===== src/rtl/klt_pkg.sv =====
// Shared types and widths for the KLT tracking datapath and its frame sequencer.
package klt_pkg;

    localparam int unsigned X_W    = 12;
    localparam int unsigned Y_W    = 11;
    localparam int unsigned MISS_W = 4;
    localparam int unsigned FCNT_W = 16;
    localparam int unsigned CNT_W  = 8;
    localparam int unsigned ST_W   = 2;

    typedef enum logic [ST_W-1:0] {
        ST_IDLE  = 2'd0,
        ST_ARM   = 2'd1,
        ST_TRACK = 2'd2,
        ST_LOST  = 2'd3
    } st_t;

endpackage


===== src/rtl/klt_track_ctrl_if.sv =====
// Control/status bundle between the user side and the KLT frame sequencer.
interface klt_track_ctrl_if;
    import klt_pkg::*;

    logic              start;
    logic              stop;
    logic              rx_vsync;
    logic              dx_valid;
    logic [X_W-1:0]    dx_int;
    logic [Y_W-1:0]    dy_int;
    logic              enable_tracking;
    logic              reset_position;
    logic              tracking_active;
    logic              track_lost;
    logic [MISS_W-1:0] miss_count;
    logic [FCNT_W-1:0] frame_count;
    logic [ST_W-1:0]   state;

    modport master (
        output start, stop, rx_vsync, dx_valid, dx_int, dy_int,
        input  enable_tracking, reset_position, tracking_active, track_lost,
               miss_count, frame_count, state
    );

    modport slave (
        input  start, stop, rx_vsync, dx_valid, dx_int, dy_int,
        output enable_tracking, reset_position, tracking_active, track_lost,
               miss_count, frame_count, state
    );

endinterface


===== src/rtl/klt_frame_grader.sv =====
// Detects the vsync frame boundary and grades the displacement results seen in each frame.
module klt_frame_grader
    import klt_pkg::*;
#(
    parameter int unsigned MAX_STEP = 8
) (
    input  logic           clk,
    input  logic           rst_n,
    input  logic           rx_vsync,
    input  logic           dx_valid,
    input  logic [X_W-1:0] dx_int,
    input  logic [Y_W-1:0] dy_int,
    output logic           frame_edge_c,
    output logic           frame_good_c
);

    logic           vsync_d;
    logic           good_seen;
    logic           bad_seen;
    logic [X_W-1:0] dx_mag;
    logic [Y_W-1:0] dy_mag;
    logic           step_ok;
    logic           cur_good;
    logic           cur_bad;

    // Negating the most-negative code leaves the sign bit set, which rejects it.
    assign dx_mag  = dx_int[X_W-1] ? X_W'(~dx_int + 1'b1) : dx_int;
    assign dy_mag  = dy_int[Y_W-1] ? Y_W'(~dy_int + 1'b1) : dy_int;
    assign step_ok = ~dx_mag[X_W-1] && (dx_mag <= X_W'(MAX_STEP)) &&
                     ~dy_mag[Y_W-1] && (dy_mag <= Y_W'(MAX_STEP));

    assign cur_good     = dx_valid & step_ok;
    assign cur_bad      = dx_valid & ~step_ok;
    assign frame_edge_c = rx_vsync & ~vsync_d;
    // A result arriving on the edge cycle still belongs to the frame that is ending.
    assign frame_good_c = (good_seen | cur_good) & ~(bad_seen | cur_bad);

    always_ff @(posedge clk or negedge rst_n) begin
        if (!rst_n) begin
            vsync_d   <= 1'b0;
            good_seen <= 1'b0;
            bad_seen  <= 1'b0;
        end else begin
            vsync_d <= rx_vsync;
            if (frame_edge_c) begin
                good_seen <= 1'b0;
                bad_seen  <= 1'b0;
            end else begin
                good_seen <= good_seen | cur_good;
                bad_seen  <= bad_seen | cur_bad;
            end
        end
    end

endmodule


===== src/rtl/klt_track_ctrl.sv =====
// Frame-level sequencer for the KLT tracker: arms, settles, grades frames and handles track loss.
module klt_track_ctrl
    import klt_pkg::*;
#(
    parameter int unsigned MAX_STEP      = 8,
    parameter int unsigned SETTLE_FRAMES = 2,
    parameter int unsigned MAX_MISS      = 3,
    parameter int unsigned AUTO_REACQ    = 1,
    parameter int unsigned RETRY_FRAMES  = 4
) (
    input  logic             rx_pclk,
    input  logic             rx_rst_n,
    klt_track_ctrl_if.slave  bus
);

    logic              frame_edge_c;
    logic              frame_good_c;

    st_t               st_q, st_d;
    logic [CNT_W-1:0]  settle_q, settle_d;
    logic [CNT_W-1:0]  retry_q, retry_d;
    logic [CNT_W-1:0]  retry_inc;
    logic [MISS_W-1:0] miss_q, miss_d;
    logic [MISS_W-1:0] miss_inc;
    logic [FCNT_W-1:0] fcnt_q, fcnt_d;
    logic              en_q, en_d;
    logic              rp_q, rp_d;
    logic              ta_q, ta_d;
    logic              tl_q, tl_d;

    klt_frame_grader #(
        .MAX_STEP (MAX_STEP)
    ) u_grader (
        .clk          (rx_pclk),
        .rst_n        (rx_rst_n),
        .rx_vsync     (bus.rx_vsync),
        .dx_valid     (bus.dx_valid),
        .dx_int       (bus.dx_int),
        .dy_int       (bus.dy_int),
        .frame_edge_c (frame_edge_c),
        .frame_good_c (frame_good_c)
    );

    assign miss_inc  = (miss_q == '1) ? miss_q : miss_q + 1'b1;
    assign retry_inc = retry_q + 1'b1;

    // SETTLE and TRACK share one state; a nonzero settle count means grading is suppressed.
    always_comb begin
        st_d     = st_q;
        settle_d = settle_q;
        retry_d  = retry_q;
        miss_d   = miss_q;
        fcnt_d   = fcnt_q;

        if (bus.stop) begin
            st_d   = ST_IDLE;
            miss_d = '0;
        end else begin
            unique case (st_q)
                ST_IDLE: begin
                    if (bus.start) st_d = ST_ARM;
                end
                ST_ARM: begin
                    if (frame_edge_c) begin
                        st_d     = ST_TRACK;
                        miss_d   = '0;
                        fcnt_d   = '0;
                        settle_d = CNT_W'(SETTLE_FRAMES);
                    end
                end
                ST_TRACK: begin
                    if (frame_edge_c) begin
                        if (fcnt_q != '1) fcnt_d = fcnt_q + 1'b1;
                        if (settle_q != '0) begin
                            settle_d = settle_q - 1'b1;
                        end else if (frame_good_c) begin
                            miss_d = '0;
                        end else begin
                            miss_d = miss_inc;
                            if (miss_inc == MISS_W'(MAX_MISS)) begin
                                st_d    = ST_LOST;
                                retry_d = '0;
                            end
                        end
                    end
                end
                ST_LOST: begin
                    if (bus.start) begin
                        st_d = ST_ARM;
                    end else if ((AUTO_REACQ != 0) && frame_edge_c) begin
                        if (retry_inc >= CNT_W'(RETRY_FRAMES)) st_d = ST_ARM;
                        else                                   retry_d = retry_inc;
                    end
                end
                default: st_d = ST_IDLE;
            endcase
        end

        en_d = (st_d == ST_TRACK);
        ta_d = (st_d == ST_TRACK);
        rp_d = (st_d == ST_ARM);
        tl_d = (st_d == ST_LOST);
    end

    always_ff @(posedge rx_pclk or negedge rx_rst_n) begin
        if (!rx_rst_n) begin
            st_q     <= ST_IDLE;
            settle_q <= '0;
            retry_q  <= '0;
            miss_q   <= '0;
            fcnt_q   <= '0;
            en_q     <= 1'b0;
            rp_q     <= 1'b0;
            ta_q     <= 1'b0;
            tl_q     <= 1'b0;
        end else begin
            st_q     <= st_d;
            settle_q <= settle_d;
            retry_q  <= retry_d;
            miss_q   <= miss_d;
            fcnt_q   <= fcnt_d;
            en_q     <= en_d;
            rp_q     <= rp_d;
            ta_q     <= ta_d;
            tl_q     <= tl_d;
        end
    end

    assign bus.enable_tracking = en_q;
    assign bus.reset_position  = rp_q;
    assign bus.tracking_active = ta_q;
    assign bus.track_lost      = tl_q;
    assign bus.miss_count      = miss_q;
    assign bus.frame_count     = fcnt_q;
    assign bus.state           = ST_W'(st_q);

endmodule


===== src/flat_wrapper.sv =====
// flat-port wrapper written by rule: the top's interface ports become plain ports
module klt_track_ctrl_flat import klt_pkg::*;
#(
    parameter int unsigned MAX_STEP      = 8,
    parameter int unsigned SETTLE_FRAMES = 2,
    parameter int unsigned MAX_MISS      = 3,
    parameter int unsigned AUTO_REACQ    = 1,
    parameter int unsigned RETRY_FRAMES  = 4
)
  (rx_pclk, rx_rst_n, bus_start, bus_stop, bus_rx_vsync, bus_dx_valid, bus_dx_int, bus_dy_int, bus_enable_tracking, bus_reset_position, bus_tracking_active, bus_track_lost, bus_miss_count, bus_frame_count, bus_state);
  klt_track_ctrl_if bus_i ();
  input  logic rx_pclk;
  input  logic rx_rst_n;
  input wire logic [$bits(bus_i.start)-1:0] bus_start;
  input wire logic [$bits(bus_i.stop)-1:0] bus_stop;
  input wire logic [$bits(bus_i.rx_vsync)-1:0] bus_rx_vsync;
  input wire logic [$bits(bus_i.dx_valid)-1:0] bus_dx_valid;
  input wire logic [$bits(bus_i.dx_int)-1:0] bus_dx_int;
  input wire logic [$bits(bus_i.dy_int)-1:0] bus_dy_int;
  output wire logic [$bits(bus_i.enable_tracking)-1:0] bus_enable_tracking;
  output wire logic [$bits(bus_i.reset_position)-1:0] bus_reset_position;
  output wire logic [$bits(bus_i.tracking_active)-1:0] bus_tracking_active;
  output wire logic [$bits(bus_i.track_lost)-1:0] bus_track_lost;
  output wire logic [$bits(bus_i.miss_count)-1:0] bus_miss_count;
  output wire logic [$bits(bus_i.frame_count)-1:0] bus_frame_count;
  output wire logic [$bits(bus_i.state)-1:0] bus_state;
  assign bus_i.start = bus_start;
  assign bus_i.stop = bus_stop;
  assign bus_i.rx_vsync = bus_rx_vsync;
  assign bus_i.dx_valid = bus_dx_valid;
  assign bus_i.dx_int = bus_dx_int;
  assign bus_i.dy_int = bus_dy_int;
  assign bus_enable_tracking = bus_i.enable_tracking;
  assign bus_reset_position = bus_i.reset_position;
  assign bus_tracking_active = bus_i.tracking_active;
  assign bus_track_lost = bus_i.track_lost;
  assign bus_miss_count = bus_i.miss_count;
  assign bus_frame_count = bus_i.frame_count;
  assign bus_state = bus_i.state;
  klt_track_ctrl #(.MAX_STEP(MAX_STEP), .SETTLE_FRAMES(SETTLE_FRAMES), .MAX_MISS(MAX_MISS), .AUTO_REACQ(AUTO_REACQ), .RETRY_FRAMES(RETRY_FRAMES)) u_core (.rx_pclk(rx_pclk), .rx_rst_n(rx_rst_n), .bus(bus_i));
endmodule

===== config.mk =====
export PLATFORM = sky130hd
export DESIGN_NAME = klt_track_ctrl_flat
export DESIGN_NICKNAME = d
export VERILOG_FILES = /design/src/rtl/klt_pkg.sv /design/src/rtl/klt_track_ctrl_if.sv /design/src/rtl/klt_frame_grader.sv /design/src/rtl/klt_track_ctrl.sv /design/src/flat_wrapper.sv
export SDC_FILE = /design/constraint.sdc
export NUM_CORES = 1
export LEC_CHECK = 0
export ABC_CLOCK_PERIOD_IN_PS = 2000
export CAP_MARGIN = 20
export CORE_MARGIN = 10
export CORE_UTILIZATION = 40
export DETAILED_ROUTE_END_ITERATION = 10
export MAX_ROUTING_LAYER = met4
export PLACE_DENSITY = 0.64
export SLEW_MARGIN = 20
export SYNTH_ARGS = -nofsm -noshare
export SYNTH_HDL_FRONTEND = slang
export SYNTH_SLANG_ARGS = --single-unit

===== constraint.sdc =====
create_clock -name rx_pclk -period 2 [get_ports rx_pclk]
set_input_delay 0.2 -clock rx_pclk [delete_from_list [all_inputs] [get_ports rx_pclk]]
set_output_delay 0.2 -clock rx_pclk [all_outputs]
set_load 0.005 [all_outputs]

# Word level (Yosys, flattened, before mapping)
# Cells that the tools add are included.
# word_totals
register_bits	44
inputBits	29
# op_classes
addsub	6
magnitude_cmp	3
eq_ne	22
muxes	38
bitwise	14
reduce_logical	12
# op_table
op	count
8-bit two-way mux	10
16-bit two-way mux	3
16-bit case mux with 2 select lines	1
8-bit case mux with 2 select lines	2
4-bit two-way mux	6
2-bit two-way mux	10
16-bit by 1-bit adder with 16-bit output (second input constant)	1
16-bit != test (second input constant)	1
12-bit by 1-bit adder with 12-bit output (second input constant)	1
12-bit by 4-bit <= comparator with 1-bit output (second input constant)	1
12-bit two-way mux	1
2-bit by 1-bit != test with 1-bit output (second input constant)	6
12-bit NOT	1
11-bit by 1-bit adder with 11-bit output (second input constant)	1
11-bit by 4-bit <= comparator with 1-bit output (second input constant)	1
11-bit two-way mux	1
11-bit NOT	1
5-bit AND reduction	2
9-bit AND reduction	1
8-bit by 1-bit adder with 8-bit output (second input constant)	1
2-bit equality test (second input constant)	4
8-bit by 3-bit >= comparator with 1-bit output (second input constant)	1
2-bit != test (second input constant)	4
2-bit case mux with 4 select lines	1
18 further kinds	33

# Longest topological paths before layout
# Gate-level depths: netlist (run 1).
# logic_depth
word_depth	18
depth_mapped	11
depth_no_buf	9

# Hierarchy
# A second synthesis (run 1) with hierarchy kept.
# hier_totals
cells_unflattened	344
area_unflattened_um2	3012.9
# by_module_without_submodules
module	instances	cells_per_inst	area_each_um2	seq_area_each_um2
klt_track_ctrl	1	248	2297.2	1026.0
klt_frame_grader	1	96	715.7	75.1

# Least setup slack after synthesis (run 1)
# No wires, ideal clock.
# synth_timing
path_kind	reg-to-reg
start	reg u_core.st_q[0] (netlist: u_core.bus.state[0])
end	reg u_core.fcnt_q[6] (netlist: u_core.bus.frame_count[6])
setup_time_ns	0.132
arrival_ns	2.032
required_time_ns	1.868
setup_slack_ns	-0.164
stages_incl_launch_ff	12
n_path_buf	3
synth_period_minus_slack_ns	2.164
cell_sequence	dfrtp_1 > inv_1 > ha_1 > clkbuf_1 > nor2_1 > o21ai_0 > or2_2 > clkbuf_1 > buf_2 > nor3_1 > xnor2_1 > nor2_1
# synth_via
elab_chain_cells	3
elab_cells_between_ends	8
classes_between	eq/ne: 5; mux: 1; reduce/logical: 2
# synth_lines
item	line	source
start: declaration	klt_track_ctrl.sv:19	st_t st_q, st_d;
start signal: assignment	klt_track_ctrl.sv:117	st_q <= st_d;
2-bit equality test or 2-bit by 1-bit equality test with 1-bit output (tied branches)	klt_track_ctrl.sv:59	unique case (st_q)
2-bit by 1-bit != test with 1-bit output (no source line) or 2-bit nonzero test (tied branches)	n/a	
5-bit AND reduction (no source line)	n/a	
end signal: assignment	klt_track_ctrl.sv:121	fcnt_q <= fcnt_d;
end: declaration	klt_track_ctrl.sv:25	logic [FCNT_W-1:0] fcnt_q, fcnt_d;
# Several ways; a longest one is shown, not always the timed one.
# A chain may end at the register's enable or synchronous reset.

# Worst setup path after layout (run 1)
# layout_timing
start	reg u_core.retry_q[0]
end	reg u_core.en_q (netlist: u_core.bus.enable_tracking)
# layout_via
elab_chain_cells	8
# layout_lines
item	line	source
start: declaration	klt_track_ctrl.sv:21	logic [CNT_W-1:0] retry_q, retry_d;
start signal: assignment	klt_track_ctrl.sv:119	retry_q <= retry_d;
8-bit by 1-bit adder with 8-bit output	klt_track_ctrl.sv:45	assign retry_inc = retry_q + 1'b1;
8-bit by 3-bit >= comparator with 1-bit output	klt_track_ctrl.sv:91	if (retry_inc >= CNT_W'(RETRY_FRAMES)) st_d = ST_ARM;
2-bit two-way mux	klt_track_ctrl.sv:91	
2-bit two-way mux	klt_track_ctrl.sv:90	end else if ((AUTO_REACQ != 0) && frame_edge_c) begin
2-bit two-way mux	klt_track_ctrl.sv:88	if (bus.start) begin
2-bit case mux with 4 select lines	klt_track_ctrl.sv:59	
2-bit two-way mux	klt_track_ctrl.sv:55	if (bus.stop) begin
net u_core.st_d[1]	klt_track_ctrl.sv:19	
2-bit equality test	klt_track_ctrl.sv:99	en_d = (st_d == ST_TRACK);
net u_core.en_d	klt_track_ctrl.sv:26	logic en_q, en_d;
end signal: assignment	klt_track_ctrl.sv:122	en_q <= en_d;
end: declaration	klt_track_ctrl.sv:26	
# The timed path passes the listed nets, and every way through them passes these cells.

==> results of run 1 <==
==> area by class of cell <==
cell class,count,share of cell area
Multi-Input combinational cell,250,0.4383
Timing Repair Buffer,151,0.2668
Sequential cell,44,0.2364
Tap cell,99,0.02657
Clock buffer,5,0.01476
Inverter,18,0.01449
Clock inverter,2,0.002684
==> worst min path at each step <==
stage	to	slack (ps)	depth (start not counted)	from
CTS	u_core.u_grader.vsync_d$_DFF_PN0_	440	1	bus_rx_vsync
global placement	u_core.bus.enable_tracking$_DFF_PN0_	240	1	rx_rst_n
detailed placement	u_core.bus.reset_position$_DFF_PN0_	230	1	rx_rst_n
finish	u_core.bus.reset_position$_DFF_PN0_	430	2	rx_rst_n
floorplan	u_core.bus.enable_tracking$_DFF_PN0_	-100	0	rx_rst_n
global route	u_core.bus.frame_count[12]$_DFFE_PN0P_	470	2	rx_rst_n
==> sequential cells by signal, summed over array words and instances, names as in the netlist, 2 cells and up <==
signal                  flops
u_core.bus.state            2
u_core.bus.miss_count       4
u_core.bus.frame_count     16
u_core.settle_q             8
u_core.retry_q              8
==> power by group through the flow <==
stage | Sequential, mW | Clock, mW | Combinational (mW)
2_1_floorplan | 1.15 | 0 | 0.684
3_3_place_gp | 1.11 | 0 | 1.38
3_5_place_dp | 1.12 | 0 | 1.42
4_1_cts | 1.11 | 0.558 | 1.59
5_1_grt | 1.13 | 0.604 | 1.95
6_report | 1.11 | 0.541 | 1.78
==> cells in the final DEF, fill, tap and decap left out, types with 4 or more instances in the layout <==
cell / Yosys / routed
a22o_1: 4 / 4
nand2_1: 22 / 19
xnor2_1: 10 / 10
dlygate4sd2_1: 0 / 6
dfrtp_1: 44 / 43
nor2_1: 32 / 32
inv_1: 18 / 15
nor3_4: 0 / 4
xor2_1: 9 / 9
buf_6: 1 / 7
o21ai_0: 18 / 14
nand4_1: 5 / 5
and4_1: 5 / 4
a21oi_2: 2 / 4
clkbuf_2: 0 / 6
nand2b_1: 9 / 9
nand3_1: 14 / 14
buf_4: 1 / 90
ha_1: 11 / 6
clkdlybuf4s50_1: 0 / 35
nor2b_1: 15 / 14
clkbuf_8: 0 / 5
nor4_4: 2 / 6
nor3_1: 20 / 14
a21oi_1: 10 / 8
==> stage by stage <==
| stage | TNS (ps) | hold slack (ps) | instance area, µm² | power (mW) | utilization |
|---|---|---|---|---|---|
| after global placement | -11370 | 236.1 | 4160 | 2.489 | 0.5798 |
| after detailed placement | -12980 | 232.8 | 4160 | 2.533 | 0.5798 |
| after CTS | -1234 | 443.8 | 4506 | 3.260 | 0.6279 |
| final | -1966 | 434.0 | 4662 | 3.438 | 0.6497 |
| after floorplan | -186.4 | -95.59 | 2954 | 1.836 | - |
| after global routing | -3225 | 465.5 | 4662 | 3.678 | 0.6497 |
==> critical path: stages, from the launching register on <==
cell       delay (ps)
dfrtp_1           420
ha_2              220
nand2_2            50
or4_4             430
a2111oi_4         340
buf_4             190
a2111oi_4          70
a211oi_2          240
nor2b_1           170
==> kinds of logic (layout without fill, tap and decap cells) <==
family | Yosys count | in the layout | share of synthesized area
simple gates | 154 | 154 | 0.2973
compound gates | 61 | 61 | 0.1645
flops | 44 | 44 | 0.3770
buf+inv | 27 | 176 | 0.03942
xor+xnor | 19 | 19 | 0.05698
fa+ha+maj | 11 | 11 | 0.04713
mux | 5 | 5 | 0.01757
==> routing by layer <==
metal | routed length (µm) | global-route usage
met5 | 0 | -
met4 | 92 | 0.04118
met3 | 374 | 0.02862
met2 | 3863 | 0.2324
met1 | 3664 | 0.1791
==> what timing repair did <==
item                                    in CTS  in global routing
hold buffers                                 1                  0
endpoints found under the setup margin      27                 30
hold endpoints to repair                    23                  0
resized for setup                           77                 37
pin swaps                                   26                 22
setup buffers                                8                  9
==> out/qor.csv, run 1 <==
stage,metric,value,unit
outcome,run_status,finished with violations,
outcome,violations,negative setup slack,
sta,timing.final.ws_setup,-215.6,ps
die,ios,55,
logic_synthesis,synthesis.area,2920,µm²
sta,hold_violations,0,
clock_tree,cts-root-buf,clkbuf_8,
clock_tree,cts_tree,built,
die,dieHeight,105.4,µm
global_routing,grt_max_degree,26,
layout,n_fill_cell,579,
layout,fin_nets,510,
clock_tree,clk_pin_slew,80,ps
critical_path,crit_required,2220,ps
critical_path,critPathCaptureType,flip-flop,
route,ant_nets,0,
critical_path,r2r_cells,8,
critical_path,cp.arrival,2430,ps
logic_synthesis,synth_most_common_cell,dfrtp_1,
layout,seq_area,1102,µm²
global_routing,grt_usage,0.1441,
critical_path,start_kind,flip-flop,
logic_synthesis,synth.ff_latch_count,44,
layout,multi_input_area,2043,µm²
sta,finalClockSkew,10.31,ps
sta,finalCriticalPeriod,2216,ps
pwr,swShare,0.3615,
sta,rsz0062_at_grt,yes,
logic_synthesis,synth_cell_type_count,62,
logic_synthesis,syn_area_per_cell,9.098,µm²
route,totalWireLength,7995,µm
global_routing,first_global_vias,2957,
critical_path,crit_fanout,4,
pwr,seqPwrFrac,0.323,
clock_tree,numCtsBuffers,5,
die,die_x,105.4,µm
logic_synthesis,synth_async_sr_flop_share,1.000,
critical_path,path_class,reg -> reg,
sta,slew_headroom,0.6147,
route,drc,0,
sta,max_slew.worst_pin.slew,578.0,ps
clock_tree,clock_sinks,44,
pwr,peakVddDrop,0.3923,mV
critical_path,worstSetupEndpoint,u_core.bus.enable_tracking$_DFF_PN0_,
clock_tree,h-tree-depth,2,
route,drt_pre_antenna_iters,4,
placed_design,io_buffers,54,
die,rows,31,
clock_tree,clk_latency,290,ps
sta,drv_slew,0,
pwr,combPwrFrac,0.519,
logic_synthesis,yosysSeqAreaShare,0.3770,
sta,finalCritPeriodShare,1.108,
sta,setup_viol,12,
route,vias_per_cell,5.155,
pwr,internal_power,2.195,mW
clock_tree,clockBufferDepth,2,
critical_path,r2r-end,u_core.bus.enable_tracking$_DFF_PN0_,
layout,diodes,0,
run,maxCapViolations,0,
placed_design,place_ws,-658.6,ps
route,routedWlPerCell,14.05,µm
placed_design,dp_cells,545,
global_routing,grt_pass1_wl,13480,µm
route,drtIter0Drc,81,
die,core_area,7176,µm²
layout,drive_above_1_share,0.3745,
logic_synthesis,syn-num-nets,361,
min_path,hp-class,in -> async,
layout,synthToLayoutAreaGrowth,59.64,%
logic_synthesis,synth.area.top_cells,"dfrtp_1, ha_1, nor2_1",
route,num_vias,2933,
sta,fmax,0.4513,GHz
layout,fin_cells,569,
pwr,p_sw,1.243,mW
logic_synthesis,netlist_instances,321,
pwr,pwr-share-clk,0.157,
logic_synthesis,ys.flop_type,dfrtp_1,
pwr,leakage,2.041,nW
placed_design,dp_hpwl,5880,µm
global_routing,overflow,0,
global_routing,antenna_found_initial,0,
pwr,powerDensity,737.4,nW/µm²
logic_synthesis,ys_top_cells_by_count,"dfrtp_1, nor2_1, nand2_1",
logic_synthesis,yosys.area.top_type,dfrtp_1,
placed_design,place_congestion,0.8518,
critical_path,rrSetupSlack,-220,ps
die,start_util,0.4070,
die,die_area,11120,µm²
critical_path,crit_start,u_core.retry_q[0]$_DFFE_PN0P_,
logic_synthesis,synth_top_area_share,0.3770,
critical_path,r2r_start,u_core.retry_q[0]$_DFFE_PN0P_,
logic_synthesis,yosysWarningCount,0,
logic_synthesis,synth-edff-count,0,
(Power assumes the default switching activity.)
==> run 2, diff against run 1 <==
--- a/config.mk
+++ b/config.mk
@@ -9,7 +9,9 @@
 export CAP_MARGIN = 20
 export CORE_MARGIN = 10
 export CORE_UTILIZATION = 40
+export CTS_CLUSTER_SIZE = 25
 export DETAILED_ROUTE_END_ITERATION = 10
+export GPL_ROUTABILITY_DRIVEN = 0
 export MAX_ROUTING_LAYER = met4
 export PLACE_DENSITY = 0.64
 export SLEW_MARGIN = 20
==> results of run 2 <==
No change in the layout: final DEF, timing and power equal those of run 1.
